`src/rtl/hash_target_check.sv`:
```
// hash_target_check: checks each incoming 256-bit hash against a 64-bit share
// target and queues hits ({nonce, compare value}) in a first-word-fall-through
// share FIFO. It also keeps hash/share/drop statistics.
//
// Ports:
//   clk, rst          clock, asynchronous active-high reset
//   i_valid/o_ready   upstream hash handshake (i_result, i_nonce, i_target)
//   o_valid/i_ready   downstream share handshake (o_nonce, o_hash64)
//   i_clear_stats     single-cycle pulse that zeroes all statistics
//   o_hash_count      hashes checked (wraps)
//   o_share_count     shares found, including dropped shares (wraps)
//   o_drop_count      shares dropped on a full FIFO (saturates)
//   o_overflow        sticky flag, set when any share is dropped
module hash_target_check #(
  parameter int unsigned nonce_width = 7,
  parameter int unsigned fifo_depth  = 4
) (
  input  logic                   clk,
  input  logic                   rst,
  input  logic                   i_valid,
  output logic                   o_ready,
  input  logic [255:0]           i_result,
  input  logic [nonce_width-1:0] i_nonce,
  input  logic [63:0]            i_target,
  output logic                   o_valid,
  input  logic                   i_ready,
  output logic [nonce_width-1:0] o_nonce,
  output logic [63:0]            o_hash64,
  input  logic                   i_clear_stats,
  output logic [31:0]            o_hash_count,
  output logic [31:0]            o_share_count,
  output logic [15:0]            o_drop_count,
  output logic                   o_overflow
);

  localparam int unsigned val_w   = 64;
  localparam int unsigned entry_w = nonce_width + val_w;
  localparam int unsigned ptr_w   = $clog2(fifo_depth);
  localparam int unsigned cnt_w   = ptr_w + 1;

  typedef enum logic [1:0] {
    IDLE  = 2'd0,
    CHECK = 2'd1,
    PUSH  = 2'd2
  } state_t;

  state_t                 state;
  logic [val_w-1:0]       value_q;
  logic [val_w-1:0]       target_q;
  logic [nonce_width-1:0] nonce_q;

  logic [entry_w-1:0] mem [fifo_depth];
  logic [ptr_w-1:0]   rd_ptr;
  logic [ptr_w-1:0]   wr_ptr;
  logic [cnt_w-1:0]   count;

  logic               hit_c;
  logic               pop_c;
  logic               has_space_c;
  logic               push_c;
  logic               drop_c;
  logic [entry_w-1:0] wdata_c;
  logic [ptr_w-1:0]   rd_ptr_nxt_c;
  logic [ptr_w-1:0]   wr_ptr_nxt_c;
  logic [cnt_w-1:0]   count_nxt_c;
  logic [entry_w-1:0] head_nxt_c;

  // Strict unsigned compare: target 0 never hits.
  assign hit_c = value_q < target_q;

  // A pop in the PUSH cycle frees a slot, so a full FIFO still accepts then.
  assign pop_c       = o_valid && i_ready;
  assign has_space_c = (count != cnt_w'(fifo_depth)) || pop_c;
  assign push_c      = (state == PUSH) && has_space_c;
  assign drop_c      = (state == PUSH) && !has_space_c;
  assign wdata_c     = {nonce_q, value_q};

  // Control FSM with registered o_ready; captures the compare operands at accept.
  always_ff @(posedge clk or posedge rst) begin
    if (rst) begin
      state    <= IDLE;
      o_ready  <= 1'b1;
      value_q  <= '0;
      target_q <= '0;
      nonce_q  <= '0;
    end else begin
      case (state)
        IDLE: begin
          if (i_valid && o_ready) begin
            value_q  <= i_result[255:192];
            target_q <= i_target;
            nonce_q  <= i_nonce;
            state    <= CHECK;
            o_ready  <= 1'b0;
          end
        end
        CHECK: begin
          state   <= hit_c ? PUSH : IDLE;
          o_ready <= !hit_c;
        end
        PUSH: begin
          state   <= IDLE;
          o_ready <= 1'b1;
        end
        default: begin
          state   <= IDLE;
          o_ready <= 1'b1;
        end
      endcase
    end
  end

  // Statistics; clear wins over any increment in the same cycle.
  always_ff @(posedge clk or posedge rst) begin
    if (rst) begin
      o_hash_count  <= '0;
      o_share_count <= '0;
      o_drop_count  <= '0;
      o_overflow    <= 1'b0;
    end else if (i_clear_stats) begin
      o_hash_count  <= '0;
      o_share_count <= '0;
      o_drop_count  <= '0;
      o_overflow    <= 1'b0;
    end else begin
      if (state == CHECK) begin
        o_hash_count <= o_hash_count + 32'd1;
      end
      if (state == PUSH) begin
        o_share_count <= o_share_count + 32'd1;
      end
      if (drop_c) begin
        o_overflow <= 1'b1;
        if (o_drop_count != 16'hFFFF) begin
          o_drop_count <= o_drop_count + 16'd1;
        end
      end
    end
  end

  // Next FIFO pointers/occupancy and the entry that will sit at the head.
  always_comb begin
    rd_ptr_nxt_c = rd_ptr;
    wr_ptr_nxt_c = wr_ptr;
    count_nxt_c  = count;
    if (pop_c) begin
      rd_ptr_nxt_c = rd_ptr + ptr_w'(1);
    end
    if (push_c) begin
      wr_ptr_nxt_c = wr_ptr + ptr_w'(1);
    end
    case ({push_c, pop_c})
      2'b10:   count_nxt_c = count + cnt_w'(1);
      2'b01:   count_nxt_c = count - cnt_w'(1);
      default: count_nxt_c = count;
    endcase
    head_nxt_c = mem[rd_ptr_nxt_c];
    // The entry being written becomes the head when it lands at the next read slot.
    if (push_c && (wr_ptr == rd_ptr_nxt_c)) begin
      head_nxt_c = wdata_c;
    end
    if (count_nxt_c == '0) begin
      head_nxt_c = '0;
    end
  end

  // FIFO pointers and registered first-word-fall-through head outputs.
  always_ff @(posedge clk or posedge rst) begin
    if (rst) begin
      rd_ptr   <= '0;
      wr_ptr   <= '0;
      count    <= '0;
      o_valid  <= 1'b0;
      o_nonce  <= '0;
      o_hash64 <= '0;
    end else begin
      rd_ptr   <= rd_ptr_nxt_c;
      wr_ptr   <= wr_ptr_nxt_c;
      count    <= count_nxt_c;
      o_valid  <= (count_nxt_c != '0);
      o_nonce  <= head_nxt_c[entry_w-1:val_w];
      o_hash64 <= head_nxt_c[val_w-1:0];
    end
  end

  // Share storage; contents are only observed through the head registers.
  always_ff @(posedge clk) begin
    if (push_c) begin
      mem[wr_ptr] <= wdata_c;
    end
  end

endmodule

```
`config.mk`:
```
export PLATFORM = sky130hd
export DESIGN_NAME = hash_target_check
export DESIGN_NICKNAME = d
export VERILOG_FILES = /design/src/rtl/hash_target_check.sv
export SDC_FILE = /design/constraint.sdc
export NUM_CORES = 1
export LEC_CHECK = 0
export BUFFER_PORTS_ARGS = -buffer_cell sky130_fd_sc_hd__buf_2
export CAP_MARGIN = 5
export CORE_ASPECT_RATIO = 0.7
export CORE_MARGIN = 1.5
export CORE_UTILIZATION = 45
export CTS_BUF_LIST = sky130_fd_sc_hd__clkbuf_4
export CTS_CLUSTER_DIAMETER = 100
export DETAILED_ROUTE_END_ITERATION = 16
export PLACE_DENSITY = 0.77
export SETUP_SLACK_MARGIN = 0.02
export SLEW_MARGIN = 20
export SYNTH_ARGS = -nofsm -noshare
export SYNTH_HDL_FRONTEND = slang
export SYNTH_SLANG_ARGS = --single-unit
```
`constraint.sdc`:
```
create_clock -name clk -period 9.9 [get_ports clk]
set_input_delay 1.98 -clock clk [delete_from_list [all_inputs] [get_ports clk]]
set_output_delay 1.98 -clock clk [all_outputs]
set_load 0.005 [all_outputs]
```
==> summary.txt, run 1 <==
Layout
  • Layout Area Growth over Synthesis: 17.37%
  • Nets: 2519
  • FILL cells: 4365
  • Core Util, Final: 53.71%
  • Final instance area: 0.02813 mm2
  • Proportion of layout cells with a drive suffix above 1: 31.73%

Global routing
  • Total overflow reported by the global router: 0
  • Initial antenna violation count: 13
  • First-pass GRT wire length: 91550 um
  • Vias in the first global route: 16090
  • Largest net degree at the start of global routing: 130
  • GRT Util Overall: 21.87%

Worst setup path
  • Crit Reg-Reg Startpoint: state[0]$_DFFE_PP0P_
  • Crit-path most repeated cell: inv_1
  • Register-to-Register Setup Slack: 6150 ps
  • Setup CP Type: input port to flop
  • Worst Path Max Fanout: 42
  • Buf+Inv Stages, Crit Path: 5
  • Startpoint types: input port
  • R2R Path End: o_hash64[49]$_DFF_PP0_
  • Top delay family on crit path: compound AO/OA/AOI/OAI gates
  • WP data arrival: 5170 ps
  • CP cell instances: buf_2, nand2_1, a31oi_1, inv_1, ha_1, inv_1, fa_1, xor2_1, nor2_1, xnor2_1, inv_1, nor3_2, buf_4, a21oi_1
  • R2R depth: 13
  • Max stage delay on crit path: 920 ps
  • Critical Path Slowest Stage Cell: a31oi_1
  • CP Data Required Time: 10590 ps
  • Levels on crit path: 14
  • Worst setup EP type: flop

Timing
  • RSZ-0062 raised after global routing: no
  • Minimum clock period: 4474 ps
  • Fmax achieved: 223.5 MHz
  • Normalized max-slew margin: 27.79%
  • Final hold violation count: 0
  • Clock Skew: 57.90 ps
  • Final cycle utilization of the critical path: 45.20%
  • Post-route setup slack: 5426 ps
  • Fin Setup TNS: 0 ps
  • Final Max Slew Viols: 0
  • Worst-Margin Slew: 1081 ps
  • Final setup viols: 0

Synthesis
  • Primary FF master, synth: dfrtp_1
  • Seq/Total Area, Yosys: 66.70%
  • Synth top area share: 35.58%
  • Syn Inst Count: 1732
  • Main combinational cell family by area after synthesis: multiplexers
  • Synth Cell Area: 0.02397 mm2
  • Compound-gate portion of the synthesized area: 4.724%
  • Synthesized area per cell: 13.84 um2
  • Post-Synth XOR/XNOR Area: 2.814%
  • Post-synth top cells: dfrtp_1, edfxtp_1, nand2_1
  • Adder-Cell Fraction of Synth Area: 3.790%
  • Async SR Flop Fraction: 51.20%
  • Most common cell in the netlist: dfrtp_1
  • Post-Synth Simple-Gate Area: 9.162%
  • Syn Nets: 2136
  • Yosys top cell by area: edfxtp_1
  • Seq cells post-synth: 582
  • Synth warnings: 0
  • Post-synth EDFFs: 284
  • Area contributors post-synth: edfxtp_1, dfrtp_1, mux4_2
  • Synth unique cells: 51
  • Multiplexer area fraction after synthesis: 10.10%

Clock network
  • Post_cts resized: 0
  • Clock buffer depth: 3
  • CTS Buf Count: 145
  • Clock Sinks: 582
  • Clk Tree Root Cell: clkbuf_4
  • # hold bufs at CTS: 0
  • Clock Latency Late Sink: 870 ps
  • CTS tree: done
  • Clock Pin Slew Worst Setup and Hold Paths: 60 ps
  • Setup repair bufs after CTS: 0
  • H-tree levels: 4

Die
  • Chip width: 278.8 um
  • Num rows: 70
  • Die span in y: 196.1 um
  • Core ar.: 0.05238 mm2
  • Die area: 0.05468 mm2
  • Starting density of the core: 45.76%
  • # IOs: 486

Detailed routing
  • Routed via count: 15610
  • Drt initial violations: 1164
  • DRC viols: 0
  • DR vias/cell: 5.338
  • Post-route ant nets: 0
  • Drt wl/cell: 20.12 um
  • Drt pass-1 iters: 5
  • Drt total wl: 58830 um

Min path
  • Hold EP: target_q[0]$_DFFE_PP0P_
  • Worst Hold Depth: 1
  • Hold Path Class: flop to flop
  • Hold Crit Start: target_q[0]$_DFFE_PP0P_

Power
  • Total power: 5.271 mW
  • Cell leakage power: 13.01 nW
  • Pwr dens: 187.4 mW/mm2
  • Maximum VDD drop: 0.1750 mV

Placement
  • DP Area: 0.02617 mm2
  • GP Congestion: 0.8331
  • Pre-CTS WS: 4605 ps
  • I/O Buffers: 293
  • Hpwl dp: 37100 um

Run
  • Max Cap Viol: 0

Status
  • Status: finished clean
-- placed cells by master (no fill, tap or decap), types with 19 or more instances in the layout --
master,netlist,final
a21oi_1,111,111
buf_2,16,293
clkbuf_4,0,220
clkinv_1,0,25
dfrtp_1,297,297
edfxtp_1,284,284
ha_1,71,71
inv_1,86,85
mux2_2,72,72
mux4_2,71,71
nand2_1,255,255
nand3_1,30,29
nand4_1,30,30
nor2_1,81,81
nor3_1,21,19
o21ai_0,84,84
xnor2_1,37,37
xor2_1,35,35
-- area by class of cell --
class,instances,area [um2],area share (%)
Sequential cell,582,15990,56.83
Multi-Input combinational cell,990,7380,26.23
Timing Repair Buffer,310,1630,5.795
Tap cell,684,855.8,3.042
Antenna cell,9,22.52,0.08006
Clock buffer,220,1652,5.871
Clock inverter,43,277.8,0.9874
Inverter,86,326.6,1.161
-- registers in the layout (all words and copies together) (netlist names), 3 cells and up --
| register | cells |
|---|---|
| o_drop_count | 16 |
| nonce_q | 7 |
| value_q | 64 |
| o_hash_count | 32 |
| o_share_count | 32 |
| target_q | 64 |
| o_hash64 | 64 |
| count | 3 |
| o_nonce | 7 |
| mem | 284 |
-- cells by family (layout without fill, tap and decap cells) --
logic type,Yosys count,in the layout
DFF,582,582
and+or+nand+nor,485,485
xor gates and xnor gates,74,74
buffers and inverters,160,659
other,0,9
adders and majority gates,72,72
AOI/OAI and AO/OA,215,215
muxes,144,144
-- stage by stage --
step / cells / hold slack (ps)
after floorplan: 1732 / 481.8
after global placement: 2651 / 493.8
after detailed placement: 2652 / 498.5
after CTS: 2915 / 513.2
after global routing: 2922 / 539.6
final: 2924 / 511.2
-- report_power, final --
group	switching, mW	internal [mW]	total, mW	leakage (nW)
clock	0.972	1.10	2.07	1.14
combinational	0.417	0.237	0.654	4.75
sequential	0.0134	2.53	2.54	7.12
total	1.40	3.87	5.27	13.0
-- worst reg2reg max path, cell delays in order (launching register included) --
cell and delay [ps]:
dfrtp_1 490, nand2b_1 300, a31oi_1 820, inv_1 110, ha_1 280, inv_1 90
fa_1 200, xor2_1 160, nor2_1 70, xnor2_1 140, inv_1 80, nor3_2 130
buf_4 510, a21oi_1 200
-- worst max-delay path by stage --
stage,start,end,slack (ps)
after floorplan,rst,count[0]$_DFF_PP0_,3960
after global placement,i_ready,o_hash64[15]$_DFF_PP0_,4640
after detailed placement,i_ready,o_hash64[49]$_DFF_PP0_,4610
after CTS,i_ready,o_hash64[12]$_DFF_PP0_,5570
after global routing,i_ready,o_hash64[49]$_DFF_PP0_,5240
final,i_ready,o_hash64[49]$_DFF_PP0_,5430
-- per-layer routing --
metal	vias up	share of wire, %	wire length [um]	track usage, %
li1	7068	-	-	-
met1	7872	46	26950	31.43
met2	569	45	26620	32.35
met3	92	7.0	4100	5.704
met4	6	1.9	1123	7.629
met5	-	0.058	34	0
Power figures use the tool's default switching activity.
==> run 2, diff against run 1 <==
- clock period: 9.9 -> 3.9 ns (I/O delays scaled with it)
==> run 2 against run 1 <==
Net effect:
- total power rose to 2.6 times the previous value
- first-iteration DRC count is 23% higher
- critical path type is now flop to flop
- highest routed layer unchanged
- sequential power increased to 2.5 times the previous value
==> summary.txt, run 2 (synthesis gave the netlist of run 1 again) <==
Status
  • Status: finished clean

Timing
  • Final Max Slew Viols: 0 (unchanged)
  • Clock Skew: 71.46 ps (+13.56 ps)
  • Final setup viols: 0 (unchanged)
  • Final cycle utilization of the critical path: 79.24%
  • Final hold violation count: 0 (unchanged)
  • RSZ-0062 raised after global routing: no
  • Fmax achieved: 323.6 MHz
  • Normalized max-slew margin: 52.54% (+25 points)
  • Hold Slack: 109.1 ps (-402.1 ps)
  • Worst-Margin Slew: 710.4 ps (-371.0 ps)
  • Minimum clock period: 3090 ps

Detailed routing
  • Drt total wl: 58600 um (-0.39%)
  • Drt initial violations: 1427 (+23%)
  • Post-route ant nets: 0 (unchanged)
  • DRC viols: 0 (unchanged)
  • DR vias/cell: 5.335 (about the same)
  • Drt pass-1 iters: 5 (unchanged)
  • Routed via count: 15630 (+0.12%)
  • Drt wl/cell: 20.01 um (-0.56%)

Layout
  • Commonest non-fill, non-tap cell in the layout: dfrtp_1
  • Final instance area: 0.02839 mm2 (+0.91%)
  • Final std cells w/o fill: 2929 (+0.17%)
  • Max FFs per register: 284 (unchanged)
  • Layout Area Growth over Synthesis: 18.44%
  • Nets: 2531 (+0.48%)
  • Most frequent cells in the layout: dfrtp_1, buf_2, edfxtp_1, nand2_1, clkbuf_4
  • Proportion of layout cells with a drive suffix above 1: 32.16% (+0.42 points)
  • Largest reg by FF count: mem

Run
  • Max Cap Viol: 0 (unchanged)

Clock network
  • Clock Pin Slew Worst Setup and Hold Paths: 70 ps (about the same)
  • H-tree levels: 4 (unchanged)
  • CTS tree: done
  • Clock Sinks: 582 (unchanged)
  • Clk Tree Root Cell: clkbuf_4
  • Clock buffer depth: 3 (unchanged)
  • Setup repair bufs after CTS: 0 (unchanged)
  • CTS Buf Count: 142 (-2.1%)
  • Clock Latency Late Sink: 910 ps (+40 ps)
  • Post_cts resized: 0 (unchanged)

Placement
  • I/O Buffers: 293 (unchanged)
  • Hpwl dp: 37300 um (+0.53%)
  • GP Congestion: 0.8667 (+4.0%)
  • Post-Place Cells: 2664 (+0.45%)
  • DP Area: 0.02641 mm2 (+0.92%)

Power
  • Reg power frac: 47.8% (-0.5 points)
  • Pwr dens: 475.4 mW/mm2 (+150%)
  • Clock share of power: 39.5% (+0.2 points)
  • Comb power frac: 12.7% (+0.3 points)
  • Cell leakage power: 13.11 nW (+0.76%)
  • Maximum VDD drop: 0.5930 mV (+240%)
  • Pint: 9.941 mW (+160%)
  • Sw Ratio: 26.34% (-0.27 points)
  • Switching power: 3.555 mW (+150%)

Worst setup path
  • Worst Path Max Fanout: 32 (-24%)
  • Startpoint types: flop
  • CP cell instances: nand2b_1, a31oi_1, inv_1, ha_1, inv_1, fa_1, xor2_1, nor2_1, xnor2_1, inv_1, nor3_2, buf_12, a21oi_1
  • WP data arrival: 3780 ps (-1390 ps)
  • Setup CP Type: flop to flop
  • Critical Path Slowest Stage Cell: dfrtp_1
  • CP Data Required Time: 4590 ps (-6000 ps)
  • Crit-path most repeated cell: inv_1
  • Max stage delay on crit path: 470 ps (-450 ps)
  • Worst setup EP type: flop

Die
  • Chip width: 278.8 um (unchanged)
  • Num rows: 70 (unchanged)
  • Starting density of the core: 45.76% (unchanged)
  • Die span in y: 196.1 um (unchanged)
  • # IOs: 486 (unchanged)
  • Die area: 0.05468 mm2 (unchanged)
  • Core ar.: 0.05238 mm2 (unchanged)

Global routing
  • Total overflow reported by the global router: 0 (unchanged)
  • Initial antenna violation count: 9 (-4)
  • Vias in the first global route: 16090 (-0.019%)
  • Largest net degree at the start of global routing: 103 (-21%)
  • GRT Util Overall: 21.80% (-0.072 points)
  • First-pass GRT wire length: 90740 um (-0.89%)

Min path
  • Hold Path Class: input port to flop
[run 2: cell count changes in the layout (fill, tap and decap cells not counted), sizes merged]
cell	delta
bufinv	+1
inv	-1
buf	+12
clkbuf	+1
diode	-3
clkinv	-10
clkinvlp	+2
dlygate4sd3	+3
[run 2: power by group through the flow]
| stage | sequential (mW) | combinational (mW) | clock, mW |
|---|---|---|---|
| after floorplan | 6.58 | 1.22 | 0 |
| after CTS | 6.46 | 1.75 | 5.47 |
| final | 6.46 | 1.71 | 5.33 |
| after global placement | 6.58 | 1.72 | 0 |
| after detailed placement | 6.58 | 1.74 | 0 |
| after global routing | 6.46 | 1.84 | 5.82 |
[run 2: path summary, 6_finish.rpt]
kind	startpoint	endpoint	slack, ps	depth (start not counted)
min	i_result[200]	value_q[8]$_DFFE_PP0P_	110	2
max reg2reg	state[0]$_DFFE_PP0P_	o_hash64[41]$_DFF_PP0_	810	13
min reg2reg	target_q[0]$_DFFE_PP0P_	target_q[0]$_DFFE_PP0P_	520	1
min in group asynchronous	rst	o_drop_count[14]$_DFFE_PP0P_	580	3
max	state[0]$_DFFE_PP0P_	o_hash64[41]$_DFF_PP0_	810	13
max in group asynchronous	rst	nonce_q[4]$_DFFE_PP0P_	2300	4
[run 2: routing by layer]
layer / vias up / track usage (%) / share of wire, %
met2: 608 / 31.34 / 44
li1: 7083 / - / -
met1: 7824 / 31.51 / 46
met4: 4 / 7.931 / 2.4
met3: 106 / 6.371 / 7.6
met5: - / 0 / 0.046
[run 2: worst max-delay path, delay by kind of cell, from the launching register on]
kind | cells | cell delay, ps
DFF | 1 | 470
buffers and inverters | 4 | 500
AOI/OAI and AO/OA | 2 | 250
adders and majority gates | 2 | 590
and+or+nand+nor | 3 | 800
xor gates and xnor gates | 2 | 290
[run 2: area by class of cell]
| cell class | instances | area (um2) |
|---|---|---|
| Multi-Input combinational cell | 990 | 7380 |
| Inverter | 86 | 326.6 |
| Sequential cell | 582 | 15990 |
| Clock inverter | 35 | 275.3 |
| Antenna cell | 6 | 15.01 |
| Fill cell | 4286 | 23990 |
| Tap cell | 684 | 855.8 |
| Clock buffer | 221 | 1659 |
| Timing Repair Buffer | 325 | 1889 |
[run 2: repair_timing]
| item | 4_1_cts | 5_1_grt |
|---|---|---|
| hold buffers | 3 | 0 |
| hold endpoints to repair | 21 | 0 |
| endpoints found under the setup margin | 0 | 0 |
[run 2: through the flow]
stage	TNS (ps)	total power, mW	setup WS (ps)	util, %
6_report	0	13.50	809.8	54.20
5_1_grt	0	14.12	618.0	54.20
4_1_cts	0	13.67	754.3	54.17
3_5_place_dp	0	8.327	457.6	50.42
2_1_floorplan	-248960	7.794	-838.3	-
3_3_place_gp	0	8.305	564.3	50.42
==> run 3, diff against run 2 <==
- PLACE_DENSITY: 0.77 -> 0.74
- clock period: 3.9 -> 3.13 ns (I/O delays scaled with it)
==> run 3 against run 2 <==
Net effect:
- global-route usage increased by 0.99 points
- setup slack got worse by 440 ps
- sequential power increased by 25%
- critical path depth unchanged
- total power increased by 25%
- hold slack got worse by 15 ps
- sequential share of layout area decreased by 2.6 points
==> summary.txt, run 3 (synthesis gave the netlist of run 1 again) <==
Status
  • Status: finished clean

Power
  • Reg power frac: 47.8% (about the same)
  • Pint: 12.39 mW (+25%)
  • Pwr dens: 565.3 mW/mm2 (+19%)
  • Total power: 16.83 mW (+25%)
  • Switching power: 4.443 mW (+25%)
  • Sw Ratio: 26.39% (+0.047 points)
  • Cell leakage power: 13.73 nW (+4.7%)
  • Maximum VDD drop: 0.6222 mV (+4.9%)
  • Comb power frac: 14.1% (+1.4 points)
  • Clock share of power: 38.1% (-1.4 points)

Clock network
  • H-tree levels: 4 (unchanged)
  • CTS tree: done
  • Clock Sinks: 582 (unchanged)
  • Setup repair bufs after CTS: 0 (unchanged)
  • CTS Buf Count: 141 (-0.70%)
  • Post_cts resized: 0 (unchanged)
  • Clock Pin Slew Worst Setup and Hold Paths: 60 ps (about the same)
  • Clock buffer depth: 3 (unchanged)
  • Clk Tree Root Cell: clkbuf_4
  • Clock Latency Late Sink: 880 ps (-30 ps)

Die
  • Num rows: 70 (unchanged)
  • Core ar.: 0.05238 mm2 (unchanged)
  • # IOs: 486 (unchanged)
  • Starting density of the core: 45.76% (unchanged)
  • Chip width: 278.8 um (unchanged)
  • Die span in y: 196.1 um (unchanged)
  • Die area: 0.05468 mm2 (unchanged)

Global routing
  • GRT Util Overall: 22.79% (+0.99 points)
  • First-pass GRT wire length: 95010 um (+4.7%)
  • Largest net degree at the start of global routing: 132 (+28%)
  • Initial antenna violation count: 4 (-5)
  • Total overflow reported by the global router: 0 (unchanged)
  • Vias in the first global route: 16760 (+4.2%)

Timing
  • Final cycle utilization of the critical path: 88.03% (+8.8 points)
  • RSZ-0062 raised after global routing: no
  • Worst-Margin Slew: 855.9 ps (+145.5 ps)
  • Final setup viols: 0 (unchanged)
  • Final Max Slew Viols: 0 (unchanged)
  • Clock Skew: 65.62 ps (-5.844 ps)
  • Final hold violation count: 0 (unchanged)
  • Normalized max-slew margin: 42.94% (-9.6 points)
  • Minimum clock period: 2755 ps (-334.8 ps)
  • Fmax achieved: 362.9 MHz (+12%)

Detailed routing
  • Drt total wl: 60840 um (+3.8%)
  • Met2 Wirelength: 27800 um (+7.0%)
  • Max layer used: met5
  • Drt pass-1 iters: 5 (unchanged)
  • Drt initial violations: 1241 (-13%)
  • M1 wire length: 27750 um (+3.9%)
  • Routed via count: 16070 (+2.9%)
  • Post-route ant nets: 0 (unchanged)
  • DR vias/cell: 5.244 (-1.7%)
  • DRC viols: 0 (unchanged)
  • Drt wl/cell: 19.85 um (-0.78%)
  • Met3 WL post-DR: 4190 um (-6.1%)

Worst setup path
  • Worst Path Max Fanout: 28 (-13%)
  • Worst setup EP type: flop
  • Startpoint types: flop
  • Setup CP Type: flop to flop
  • WP data arrival: 3500 ps (-280 ps)
  • CP Data Required Time: 3870 ps (-720 ps)

Layout
  • Core Util, Final: 56.86% (+2.7 points)
  • Layout Area Growth over Synthesis: 24.25%
  • Proportion of layout cells with a drive suffix above 1: 30.78% (-1.4 points)
  • Final std cells w/o fill: 3065 (+4.6%)
  • Max FFs per register: 284 (unchanged)
  • Nets: 2670 (+5.5%)
  • Largest reg by FF count: mem
  • Commonest non-fill, non-tap cell in the layout: dfrtp_1
  • Most frequent cells in the layout: dfrtp_1, buf_2, edfxtp_1, nand2_1, clkbuf_4

Run
  • Max Cap Viol: 0 (unchanged)

Placement
  • Post-Place Cells: 2673 (+0.34%)
  • I/O Buffers: 293 (unchanged)
  • Hpwl dp: 37380 um (+0.22%)
  • GP Congestion: 0.8585 (-0.95%)

Min path
  • Hold Path Class: input port to flop
## run 3: cell count changes in the layout (fill, tap and decap cells not counted), sizes merged
cell	before	now
diode	6	3
clkinv	24	20
dlygate4sd3	3	134
inv	87	88
clkinvlp	6	3
buf	322	331
bufinv	4	1
clkbuf	221	229
## run 3: path summary, 6_finish.rpt
path | startpoint | endpoint | slack, ps | cells past startpoint
setup / recovery | state[0]$_DFFE_PP0P_ | o_hash64[21]$_DFF_PP0_ | 370 | 13
hold / removal | i_target[10] | target_q[10]$_DFFE_PP0P_ | 90 | 3
setup reg to reg | state[0]$_DFFE_PP0P_ | o_hash64[21]$_DFF_PP0_ | 370 | 13
hold reg to reg | target_q[0]$_DFFE_PP0P_ | target_q[0]$_DFFE_PP0P_ | 510 | 1
max in group asynchronous | rst | target_q[10]$_DFFE_PP0P_ | 1790 | 4
min in group asynchronous | rst | o_hash64[50]$_DFF_PP0_ | 410 | 3
## run 3: power groups by stage
stage | logic, mW | clock network, mW | registers (mW)
global placement | 2.25 | 0 | 8.20
finish | 2.37 | 6.42 | 8.05
CTS | 2.41 | 6.59 | 8.05
floorplan | 1.52 | 0 | 8.19
detailed placement | 2.27 | 0 | 8.21
global route | 2.54 | 7.00 | 8.05
## run 3: routing by layer
layer	up-vias	track usage, %
met2	531	34.28
li1	7375	-
met5	-	0
met4	2	6.804
met3	90	6.157
met1	8074	32.54
## run 3: critical path, stage by stage (launching register included)
cell and delay [ps]:
dfrtp_1 370, nand2b_1 300, a31oi_1 280, inv_1 70
ha_1 220, inv_1 70, fa_1 410, nor2_1 120
a21oi_1 50, inv_1 90, nor3_2 60, buf_4 150
buf_12 170, a21oi_1 290
## run 3: what timing repair did
item                                    in CTS  in global routing
hold buffers                               134                  0
hold endpoints to repair                   148                  0
endpoints found under the setup margin       0                  0
## run 3: cell type report
class	count	area [um2]
Antenna cell	3	7.507
Clock buffer	229	1719
Clock inverter	26	150.1
Fill cell	4171	22590
Inverter	86	326.6
Multi-Input combinational cell	990	7380
Sequential cell	582	15990
Tap cell	684	855.8
Timing Repair Buffer	465	3356
## run 3: through the flow
step	setup TNS [ps]	setup WS [ps]	hold WS (ps)	area [um2]
2_1_floorplan	-432310	-1454	481.8	23980
3_3_place_gp	0	225.2	493.9	26560
3_5_place_dp	0	200.8	498.9	26560
4_1_cts	0	331.5	11.88	29770
5_1_grt	0	85.46	3.242	29780
6_report	0	374.7	94.42	29780
